<file path="src/rtl/taus_urng_bank.sv">
// taus_urng_bank: multi-channel registered Tausworthe (three-component LFSR) uniform RNG.
// Every channel holds 3 x 32-bit state words. All channels step together and present one
// OUT_W-bit slice each on a valid/ready output register.
//
// Ports:
//   clk, rst           rising-edge clock, synchronous active-high reset
//   en                 permits advancing; 0 freezes generator state
//   seed_we, seed_ch   load seed_s0/1/2 (after fix-up) into channel seed_ch; stalls one cycle
//   seed_s0..seed_s2   seed words
//   out_valid          out_data holds an unconsumed sample set
//   out_ready          consumer accepts when out_valid & out_ready
//   out_data           channel k in bits [k*OUT_W +: OUT_W]
//   out_count          accepted transfers, wraps modulo 2^32
module taus_urng_bank #(
  parameter int unsigned NUM_CH = 2,
  parameter int unsigned OUT_W  = 32,
  parameter logic [31:0] SEED0  = 32'hF111F111,
  parameter logic [31:0] SEED1  = 32'h07770777,
  parameter logic [31:0] SEED2  = 32'hE888E888,
  localparam int unsigned CH_W  = (NUM_CH > 1) ? $clog2(NUM_CH) : 1
) (
  input  logic                    clk,
  input  logic                    rst,
  input  logic                    en,
  input  logic                    seed_we,
  input  logic [CH_W-1:0]         seed_ch,
  input  logic [31:0]             seed_s0,
  input  logic [31:0]             seed_s1,
  input  logic [31:0]             seed_s2,
  output logic                    out_valid,
  input  logic                    out_ready,
  output logic [NUM_CH*OUT_W-1:0] out_data,
  output logic [31:0]             out_count
);

  typedef enum logic {StEmpty, StFull} mode_e;

  mode_e mode_q, mode_d;

  logic [31:0] s0_q [NUM_CH];
  logic [31:0] s1_q [NUM_CH];
  logic [31:0] s2_q [NUM_CH];
  logic [31:0] s0_nxt [NUM_CH];
  logic [31:0] s1_nxt [NUM_CH];
  logic [31:0] s2_nxt [NUM_CH];

  logic [NUM_CH*OUT_W-1:0] data_q, data_nxt;
  logic [31:0]             count_q;
  logic                    hs, adv;

  // Raise degenerate components above the point where their LFSR would lock up.
  function automatic logic [31:0] fixup(logic [31:0] s, logic [31:0] lim);
    return (s < lim) ? s + lim : s;
  endfunction

  // One Tausworthe component step; all intermediates kept at 32 bits.
  function automatic logic [31:0] taus(logic [31:0] s, logic [31:0] mask,
                                       int unsigned sa, int unsigned sb, int unsigned sc);
    logic [31:0] t, b;
    t = (s << sa) ^ s;
    b = t >> sb;
    return ((s & mask) << sc) ^ b;
  endfunction

  // Per-channel decorrelation of the base reset seeds.
  function automatic logic [31:0] kmix(int unsigned k);
    return 32'(k) * 32'h9E3779B9;
  endfunction

  assign out_valid = (mode_q == StFull);
  assign out_data  = data_q;
  assign out_count = count_q;

  assign hs  = out_valid & out_ready;
  // Seed loads take priority over stepping so a seed never mixes with a step.
  assign adv = en & ~seed_we & (~out_valid | out_ready);

  always_comb begin
    logic [31:0] u;
    data_nxt = '0;
    u        = '0;
    for (int unsigned k = 0; k < NUM_CH; k++) begin
      s0_nxt[k] = taus(s0_q[k], 32'hFFFF_FFFE, 13, 19, 12);
      s1_nxt[k] = taus(s1_q[k], 32'hFFFF_FFF8, 2, 25, 4);
      s2_nxt[k] = taus(s2_q[k], 32'hFFFF_FFF0, 3, 11, 17);
      u = s0_nxt[k] ^ s1_nxt[k] ^ s2_nxt[k];
      data_nxt[k*OUT_W +: OUT_W] = OUT_W'(u >> (32 - OUT_W));
    end
  end

  always_comb begin
    mode_d = mode_q;
    unique case (mode_q)
      StEmpty: if (adv) mode_d = StFull;
      StFull:  if (hs && !adv) mode_d = StEmpty;
      default: mode_d = StEmpty;
    endcase
  end

  always_ff @(posedge clk) begin
    if (rst) begin
      mode_q  <= StEmpty;
      data_q  <= '0;
      count_q <= '0;
    end else begin
      mode_q <= mode_d;
      if (adv) data_q <= data_nxt;
      if (hs) count_q <= count_q + 32'd1;
    end
  end

  always_ff @(posedge clk) begin
    for (int unsigned k = 0; k < NUM_CH; k++) begin
      if (rst) begin
        s0_q[k] <= fixup(SEED0 ^ kmix(k), 32'd2);
        s1_q[k] <= fixup(SEED1 ^ kmix(k), 32'd8);
        s2_q[k] <= fixup(SEED2 ^ kmix(k), 32'd16);
      end else if (seed_we && (seed_ch == CH_W'(k))) begin
        s0_q[k] <= fixup(seed_s0, 32'd2);
        s1_q[k] <= fixup(seed_s1, 32'd8);
        s2_q[k] <= fixup(seed_s2, 32'd16);
      end else if (adv) begin
        s0_q[k] <= s0_nxt[k];
        s1_q[k] <= s1_nxt[k];
        s2_q[k] <= s2_nxt[k];
      end
    end
  end

endmodule

</file>
<file path="config.mk">
export PLATFORM = sky130hd
export DESIGN_NAME = taus_urng_bank
export DESIGN_NICKNAME = d
export VERILOG_FILES = /design/src/rtl/taus_urng_bank.sv
export SDC_FILE = /design/constraint.sdc
export NUM_CORES = 1
export LEC_CHECK = 0
export BUFFER_PORTS_ARGS = -buffer_cell sky130_fd_sc_hd__buf_2
export CAP_MARGIN = 20
export CELL_PAD_IN_SITES_DETAIL_PLACEMENT = 1
export CELL_PAD_IN_SITES_GLOBAL_PLACEMENT = 2
export CORE_ASPECT_RATIO = 2
export CORE_MARGIN = 1
export CORE_UTILIZATION = 42
export CTS_BUF_LIST = sky130_fd_sc_hd__clkbuf_4
export DETAILED_ROUTE_END_ITERATION = 6
export PLACE_DENSITY = 0.86
export SLEW_MARGIN = 10
export SYNTH_ARGS = -nofsm -noshare
export SYNTH_HDL_FRONTEND = slang
export SYNTH_SLANG_ARGS = --single-unit
</file>
<file path="constraint.sdc">
create_clock -name clk -period 12.4 [get_ports clk]
set_clock_uncertainty 0.1 [all_clocks]
set_input_delay 0 -clock clk [delete_from_list [all_inputs] [get_ports clk]]
set_output_delay 0 -clock clk [all_outputs]
set_load 0.02 [all_outputs]
</file>
==> flow_summary.json <==
{
  "synth_seq_cells": 273,
  "slew_headroom_pct": 31.8,
  "ctsRootBufferMaster": "clkbuf_4",
  "ys_types": 48,
  "synthFlopType": "edfxtp_1",
  "drv_slew": 0,
  "grt_start_max_net_pins": 95,
  "grt_pass1_wl_um": 74900,
  "clock_latency_ns": 0.77,
  "fillers": 3387,
  "fmax_mhz": 277,
  "fin_crit_ns": 3.61,
  "synth-edff-count": 176,
  "critPathMaxFanout": 67,
  "pin_count": 199,
  "nNetsFinal": 1599,
  "ys_seq_area_share_pct": 55.1,
  "grt_overflow_total": 0,
  "synth.avg_cell_area_um2": 11.1,
  "crit_type": "input port to flip-flop",
  "stdcell_count": 1914,
  "setup_viol": 0,
  "drt_iter0_drc": 763,
  "die_y_um": 252,
  "ys_warn_count": 0,
  "placementRows": 91,
  "timing.critical_path.to_type": "flip-flop",
  "gp_congestion": 1.03,
  "crit_required_ns": 12.82,
  "place_ws_ns": 8.98,
  "die_x_um": 127,
  "grtUsageTotal_pct": 32.7,
  "numCtsBuffers": 66,
  "wl_um": 51800,
  "ir_worst_vdd_mv": 0.0701,
  "p_leak_uw": 0.00611,
  "drtPass1Iterations": 5,
  "worst_pin_slew_ns": 1.02,
  "via_per_inst": 5.97,
  "dieArea_um2": 32000,
  "rsz0062_at_grt": "no",
  "run_status": "completed",
  "period_share_pct": 29.1,
  "coreArea_um2": 30700,
  "synth_area_um2": 13100,
  "cts_max_level": 3,
  "powerDensity_nw_per_um2": 141,
  "final-hold-violation-count": 0,
  "grt_pass1_vias": 11900,
  "holdCritPathClass": "input port to flip-flop",
  "syn_inst": 1182,
  "finalWorstSetupSlack_ns": 8.79,
  "areaGrowthSynthToFinish_pct": 25.1,
  "layout-drive-gt1-share_pct": 21.4,
  "ant_nets": 0,
  "cts_setup_buffers": 0,
  "synth_fp_nets": 1289,
  "arrival_ns": 4.03,
  "initial_core_util_pct": 42.7,
  "drc": 0,
  "max-cap-violations": 0,
  "clock-sinks": 273,
  "cts_tree": "done",
  "clk_pin_slew_ns": 0.08,
  "io_buffers": 190,
  "num_vias": 11400,
  "fin_setup_tns_ns": 0,
  "dp_hpwl_um": 35700,
  "clk_path_buf_depth": 3,
  "place_inst": 1684,
  "wl_per_cell_um": 27.1,
  "cp-start-kind": "input port",
  "async_flop_share_pct": 0,
  "antenna_found_initial": 1
}
## per-layer routing
layer / vias up / wire, um / global-route usage, %
met5: - / 0 / 0
met4: 0 / 5230 / 30.9
met3: 199 / 3140 / 5.62
met2: 605 / 26500 / 57.1
met1: 5611 / 16900 / 32.3
li1: 5006 / - / -
## state kept, by name, summed over array words and instances, names as in the netlist
| name | cells |
|---|---|
| out_data | 64 |
| s0_q | 62 |
| s1_q | 58 |
| s2_q | 56 |
| out_count | 32 |
| out_valid | 1 |
## critical path: stages
cell and delay, ns:
dlygate4sd3_1 0.55, buf_4 0.32, buf_4 0.67, inv_1 0.10
buf_4 0.29, nand3_1 0.13, dlygate4sd3_1 0.56, buf_4 0.41
nor4_1 0.08, dlygate4sd3_1 0.57, a221o_1 0.26
## where the power goes
part | switching (uW) | leakage (uW) | internal [uW] | total [uW]
clock network | 388 | 0.000520 | 399 | 787
registers | 61.8 | 0.00249 | 1040 | 1100
logic | 257 | 0.00310 | 168 | 425
## logic make-up after synthesis
kind of cell             after synthesis  synth area share (%)
AND/OR/NAND/NOR                      310                  10.9
adder cells (fa/ha/maj)                5                 0.477
AO/OA/AOI/OAI                        289                  16.1
buffers and inverters                 86                  2.54
flip-flops                           273                  55.1
multiplexers                           2                 0.172
XOR/XNOR                             217                  14.7
## synth_stat cells, types with 18 or more instances
cell type  number  area (um2)
o21ai_0        25         125
dfxtp_1        97        1940
nor2_1         92         345
a211oi_1       29         218
nor4_1         23         144
a22o_1         86         753
clkbuf_1       65         244
edfxtp_1      176        5290
o22a_1         32         280
xnor2_1       146        1280
nand4_1        18         113
xor2_1         69         604
nand2_1       108         405
nand3_1        18        90.1
a21oi_1        64         320
## cells in the final DEF (no fill, tap or decap), drive strengths merged, types with 18 or more instances in the layout
| master | count |
|---|---|
| dlygate4sd3 | 111 |
| nor2 | 92 |
| nand3 | 19 |
| edfxtp | 176 |
| o21ai | 25 |
| a21oi | 64 |
| clkbuf | 103 |
| dfxtp | 97 |
| a211oi | 29 |
| nand2 | 108 |
| a22o | 86 |
| xnor2 | 146 |
| xor2 | 69 |
| nand4 | 18 |
| nor4 | 23 |
| o22a | 32 |
| buf | 204 |
## metrics by stage
step / cell area, um2 / power (uW) / util, % / hold WS, ns
6_report: 16400 / 2310 / 53.4 / 0.0388
3_5_place_dp: 14400 / 1500 / 46.9 / 0.242
2_1_floorplan: 13100 / 1340 / - / 0.0601
5_1_grt: 16400 / 2390 / 53.4 / 0.0386
4_1_cts: 16400 / 2310 / 53.3 / 0.000505
3_3_place_gp: 14400 / 1500 / 46.9 / 0.218
## timing repair
action / CTS / global route
endpoints found under the hold margin: 248 / 0
hold buffers: 111 / 0
gates resized for setup: 0 / 0
## final timing paths
path	start	end	slack, ns	depth (start not counted)
max	rst	s1_q[1][5]	8.79	11
min	seed_s0[21]	s0_q[0][21]	0.04	3
max reg2reg	out_valid	s0_q[0][15]	8.98	6
min reg2reg	out_data[63]	out_data[63]	0.35	2
## cell type report
type	instances	area (um2)	area share, %
Multi-Input combinational cell	823	5620	34.2
Inverter	13	48.8	0.297
Sequential cell	273	7230	44.0
Tap cell	372	465	2.84
Timing Repair Buffer	315	2190	13.3
Antenna cell	1	2.50	0.0152
Clock inverter	14	85.1	0.518
Clock buffer	103	773	4.71
Power figures use the tool's default switching activity.
